**src/rtl/dec_counter.sv**
```systemverilog
// Loadable saturating down-counter with zero detect, used as a countdown/timeout element.
// A load takes priority over a decrement in the same cycle.
module dec_counter #(
  parameter int WIDTH = 32
) (
  input  logic             clock,
  input  logic             reset_n,
  input  logic [WIDTH-1:0] in,
  input  logic             latch,
  input  logic             dec,
  output logic             zero,
  output logic [WIDTH-1:0] count
);

  logic [WIDTH-1:0] cnt_q;
  logic [WIDTH-1:0] cnt_d;
  logic             cnt_is_zero;

  assign cnt_is_zero = (cnt_q == '0);

  // Decrement saturates at zero instead of wrapping to all-ones.
  always_comb begin
    cnt_d = cnt_q;
    if (latch) begin
      cnt_d = in;
    end else if (dec && !cnt_is_zero) begin
      cnt_d = cnt_q - {{(WIDTH-1){1'b0}}, 1'b1};
    end
  end

  always_ff @(posedge clock or negedge reset_n) begin
    if (!reset_n) begin
      cnt_q <= '0;
    end else begin
      cnt_q <= cnt_d;
    end
  end

  assign count = cnt_q;
  assign zero  = cnt_is_zero;

endmodule

```
**config.mk**
```make
export PLATFORM = sky130hd
export DESIGN_NAME = dec_counter
export DESIGN_NICKNAME = d
export VERILOG_FILES = /design/src/rtl/dec_counter.sv
export SDC_FILE = /design/constraint.sdc
export NUM_CORES = 1
export LEC_CHECK = 0
export CAP_MARGIN = 20
export CORE_ASPECT_RATIO = 0.5
export CORE_MARGIN = 2
export CORE_UTILIZATION = 46
export DETAILED_ROUTE_END_ITERATION = 12
export GPL_TIMING_DRIVEN = 1
export PLACE_DENSITY = 0.8
export SLEW_MARGIN = 40
export SYNTH_ARGS = -nofsm -noshare
export SYNTH_HDL_FRONTEND = slang
export SYNTH_SLANG_ARGS = --single-unit
```
**constraint.sdc**
```tcl
create_clock -name clock -period 2.9 [get_ports clock]
set_input_delay 0.58 -clock clock [delete_from_list [all_inputs] [get_ports clock]]
set_output_delay 0.58 -clock clock [all_outputs]
set_load 0.05 [all_outputs]
```
==> results.yml, run 1 <==
outcome:
  status: "completed"
placement:
  portBuffers: 68
  place.gp.congestion: 0.9267
  placed_cell_area_sq_um: 2907
  hpwlAfterDp_microns: 4604
drt:
  drcViolationCount: 0
  wl_per_cell_microns: 17.06
  dr.pass1.iters: 4
  dr_total_vias: 2257
  drt_wl_total_microns: 6277
  vias_per_cell: 6.133
  detail-route-antenna-nets: 0
  drtIter0Drc: 147
clock_tree:
  clock_sinks: 32
  clkTransAtPathRegs_ps: 80
  cts.repair.resized: 0
  cts_root_buf: "clkbuf_8"
  cts_tree: "yes"
  clk_path_buf_depth: 2
  clk_latency_ps: 290
  htreeDepth: 2
  cts_hold_buffers: 0
  postCtsSetupBuffers: 0
  cts_made_buffers: 5
power_and_ir_drop:
  ir_drop_uv: 401.4
  p_per_area_nw_per_um2: 456.0
  leakage_nw: 1.152
sta:
  clock_skew_ps: 11.62
  fin_crit_ps: 2784
  drv_slew: 0
  setup_viol: 0
  timing.setup.tns_ps: 0
  finalHoldViolCount: 0
  fmax_mhz: 359.2
  worst_pin_slew_ps: 794.0
  post-route-period-util_pct: 96.01
  grt_setup_unrepaired: "no"
  relSlewSlack_pct: 46.66
synth:
  async_flop_share_pct: 100.0
  synthTopCellsByArea: "dfrtp_1 (38%), nand2_1 (4.3%), or4_1 (3.9%)"
  syn_area_per_cell_sq_um: 8.934
  ys_warn_count: 0
  synth-edff-count: 0
  seq_area_frac_synth_pct: 38.14
  netlist_instances: 235
  ys_ff_latch: 32
  synthFlopType: "dfrtp_1"
  synth_cell_types: 49
  synth_top_area_share_pct: 38.14
  synth_area_sq_um: 2100
  synth_top_area_cell: "dfrtp_1"
  synth_fp_nets: 272
global_route:
  grt_max_degree: 38
  grt_pass1_wl_microns: 10610
  grt_use_total_pct: 25.87
  antenna_found_initial: 0
  grt_remaining_overflow: 0
  grt_pass1_vias: 2239
layout:
  fillers: 369
  synthToLayoutAreaGrowth_pct: 42.85
  final_area_sq_um: 2999
  drive_above_1_share_pct: 10.93
  n_antenna_cell: 0
  final_cell_mix: "clkdlybuf4s50_1 (67), dfrtp_1 (32), nand2_1 (24)"
  final_common_cell: "clkdlybuf4s50_1"
  nets: 347
  largest_reg_flops: 32
setup_path:
  cp-start-kind: "register"
  arrival_ps: 2200
  timing.critical_path.required_ps: 2320
  cp-end-kind: "primary output"
  timing.rr.start: "count[0]"
  crit_type: "register to primary output"
  cp_max_fo: 7
  reg2reg_depth: 7
  r2r-end: "count[23]"
  rrSetupSlack_ps: 360
floorplan:
  die_h_microns: 51.77
  io_pins: 69
  dieArea_sq_um: 5153
  core_area_sq_um: 4403
  fp-row-count: 17
  floorplan.initialDensity_pct: 47.68
  die_w_microns: 99.54
min_path:
  hold_end: "count[1]"
  hp-start: "count[1]"
  min_path_cells: 2
  worstHoldPathType: "register to register"
run:
  cap_viol_max_count: 0
[layout make-up]
type / instances / area [sq um] / share of cell area (%)
clock buffers: 6 / 82.58 / 2.753
well taps: 57 / 71.32 / 2.378
inverters: 10 / 37.54 / 1.252
multi-input cells: 181 / 1216 / 40.55
flip-flops and latches: 32 / 800.8 / 26.70
clock inverters: 2 / 10.01 / 0.3338
repair buffers: 80 / 780.7 / 26.03
[logic make-up (layout without fill, tap and decap cells)]
family / Yosys count / count (layout) / share of synthesized area, %
flip-flops: 32 / 32 / 38.14
AO/OA/AOI/OAI: 62 / 62 / 22.11
buffers and inverters: 22 / 98 / 4.469
XOR/XNOR: 6 / 6 / 2.503
adder cells (fa/ha/maj): 1 / 1 / 0.5959
AND/OR/NAND/NOR: 110 / 110 / 31.23
multiplexers: 2 / 2 / 0.9536
[per-stage QoR]
step	std cells	utilization, %	hold slack (ps)	total power [W]	setup slack, ps
global placement	360	66.01	557.3	0.0009967	440.4
global route	368	68.12	627.8	0.001426	43.58
CTS	368	68.12	579.4	0.001369	126.3
detailed placement	360	66.01	568.0	0.001006	370.4
floorplan	235	-	284.4	0.0008144	24.26
finish	368	68.12	582.4	0.001368	115.8
[per-layer routing]
metal	vias to the layer above	part of all wire, %	global-route usage, %
met5	-	0	0
met4	0	1.5	6.621
met3	14	8.0	5.511
met2	104	45	40.20
met1	1073	45	36.98
li1	1066	-	-
[how the worst max path moves through the flow]
stage,start,endpoint
after global routing,count[28],zero
after CTS,count[16],zero
final,count[16],zero
after global placement,dec,count[29]
after floorplan,count[14],zero
after detailed placement,count[0],count[23]
[synthesized netlist by cell type, types with 7 or more instances]
cell and number:
dfrtp_1 32, nand3_1 11, or3_1 9, or4_1 11
nand2_1 24, nand4_1 7, nor3_1 9, o21ai_0 8
inv_1 9, clkbuf_1 8, nor2_1 21, o31ai_1 7
a31oi_1 13
[power breakdown]
part,internal (W),switching [W]
logic,0.000176,0.000270
registers,0.000488,0.0000651
clock network,0.000189,0.000178
total,0.000854,0.000513
[critical path: stages, from the launching register on]
cell	delay [ps]
dfrtp_1	440
or4_1	590
or3_1	420
nor3_4	290
buf_12	170
Note: power is estimated with default switching activity, not from simulation.
==> run 2, diff against run 1 <==
==> constraint.sdc (replaced) <==
create_clock -name clock -period 2.8 [get_ports clock]
set_input_delay 0.56 -clock clock [delete_from_list [all_inputs] [get_ports clock]]
set_output_delay 0.56 -clock clock [all_outputs]
set_load 0.05 [all_outputs]
==> run 2 against run 1 <==
Largest power group unchanged. Power is 2.5% higher. Combinational power is 3% higher. Final cell count is 0.27% lower. Worst hold slack better by 3.8 ps. Largest cell class unchanged. Critical path type unchanged. Via count decreased by 3.0%. Clock power barely moved. Global-route usage fell by 0.54 points. Clock-buffer cell count increased by 2. Setup slack improved by 3.8 ps. Sequential power increased by 3%. First-iteration DRC count up 8.2%.
==> results.yml, run 2 (synthesized netlist as in run 1, its figures left out) <==
global_route:
  grt_max_degree: 38
  grt_remaining_overflow: 0
  grt_pass1_wl_microns: 10300
  grt_use_total_pct: 25.32
  grt_pass1_vias: 2141
  antenna_found_initial: 0
layout:
  final_core_util_pct: 68.12
  final_area_sq_um: 2999
  n_antenna_cell: 0
  drive_above_1_share_pct: 10.65
  final_cell_mix: "clkdlybuf4s50_1 (67), dfrtp_1 (32), nand2_1 (24)"
  regArea_sq_um: 800.8
  multi_input_area_sq_um: 1226
  final_common_cell: "clkdlybuf4s50_1"
  fillers: 345
  largest_reg_flops: 32
  nets: 346
  synthToLayoutAreaGrowth_pct: 42.85
drt:
  drt_wl_total_microns: 6076
  drtIter0Drc: 159
  vias_per_cell: 5.965
  dr.pass1.iters: 4
  drcViolationCount: 0
  dr_total_vias: 2189
  detail-route-antenna-nets: 0
  wl_per_cell_microns: 16.56
floorplan:
  die_w_microns: 99.54
  fp-row-count: 17
  die_h_microns: 51.77
  dieArea_sq_um: 5153
  floorplan.initialDensity_pct: 47.68
  core_area_sq_um: 4403
  io_pins: 69
clock_tree:
  cts_tree: "yes"
  htreeDepth: 2
  cts_root_buf: "clkbuf_8"
  clock_sinks: 32
  cts_hold_buffers: 0
  cts_made_buffers: 5
  clkTransAtPathRegs_ps: 70
  clk_latency_ps: 280
  clk_path_buf_depth: 2
sta:
  fmax_mhz: 373.1
  whs_ps: 586.2
  grt_setup_unrepaired: "no"
  worst_pin_slew_ps: 554.1
  fin_crit_ps: 2680
  relSlewSlack_pct: 62.89
  clock_skew_ps: 7.291
  setup_viol: 0
  drv_slew: 0
  finalHoldViolCount: 0
  timing.setup.tns_ps: 0
  post-route-period-util_pct: 95.73
  fin_ws_ps: 119.6
setup_path:
  reg2reg_depth: 7
  timing.rr.start: "count[0]"
  rrSetupSlack_ps: 250
  r2r-end: "count[23]"
  timing.critical_path.required_ps: 2240
  cp-end-kind: "primary output"
  cp-start-kind: "register"
  arrival_ps: 2120
  cp_max_fo: 7
  crit_type: "register to primary output"
placement:
  preCtsSetupSlack_ps: 237.7
  place.gp.congestion: 0.9332
  portBuffers: 68
  hpwlAfterDp_microns: 4521
  placed_cell_area_sq_um: 2899
outcome:
  status: "completed"
min_path:
  worstHoldPathType: "register to register"
  hp-start: "count[11]"
  min_path_cells: 2
  hold_end: "count[11]"
power_and_ir_drop:
  p_per_area_nw_per_um2: 467.4
  leakage_nw: 1.146
  ir_drop_uv: 252.9
run:
  cap_viol_max_count: 0
## run 2: repair_timing
action                                  in CTS  in global routing
gates cloned                                 0                  0
setup buffers                                0                  0
endpoints found under the hold margin        0                  0
endpoints found under the setup margin       1                  1
resized for setup                            1                  1
## run 2: worst max-delay path by stage
stage                      endpoint       from  slack, ps  cells past startpoint
after floorplan                zero  count[14]         10                      5
after global placement    count[28]  count[16]        330                      6
after detailed placement  count[28]  count[16]        240                      6
after CTS                      zero  count[28]        100                      4
after global routing           zero   count[1]         10                      6
final                          zero  count[16]        120                      4
## run 2: layout make-up
type / count / area share [%]
multi-input cells: 181 / 40.88
repair buffers: 79 / 25.78
well taps: 57 / 2.378
clock buffers: 8 / 3.004
flip-flops and latches: 32 / 26.70
inverters: 10 / 1.252
## run 2: worst max-delay path: stages (launching register included)
cell and delay [ps]:
dfrtp_1 430, or4_1 610, or3_4 430, nor3_4 200, buf_12 170
## run 2: stage by stage
stage | std cells | total power, W
3_5_place_dp | 359 | 0.001040
5_1_grt | 367 | 0.001469
2_1_floorplan | 235 | 0.0008434
6_report | 367 | 0.001402
3_3_place_gp | 359 | 0.001029
4_1_cts | 367 | 0.001407
## run 2: power by group
group	internal (W)	total (W)	leakage, nW	switching [W]
Sequential	0.000506	0.000571	0.372	0.0000653
Clock	0.000200	0.000369	0.0455	0.000168
Combinational	0.000183	0.000462	0.728	0.000279
## run 2: routing by layer
layer	track usage (%)	up-vias	routed length (microns)	part of all wire, %
met3	4.704	8	324	5.3
met4	5.936	0	64	1.1
met5	0	-	0	0
met1	34.04	1050	2718	45
li1	-	1062	-	-
met2	43.13	69	2969	49
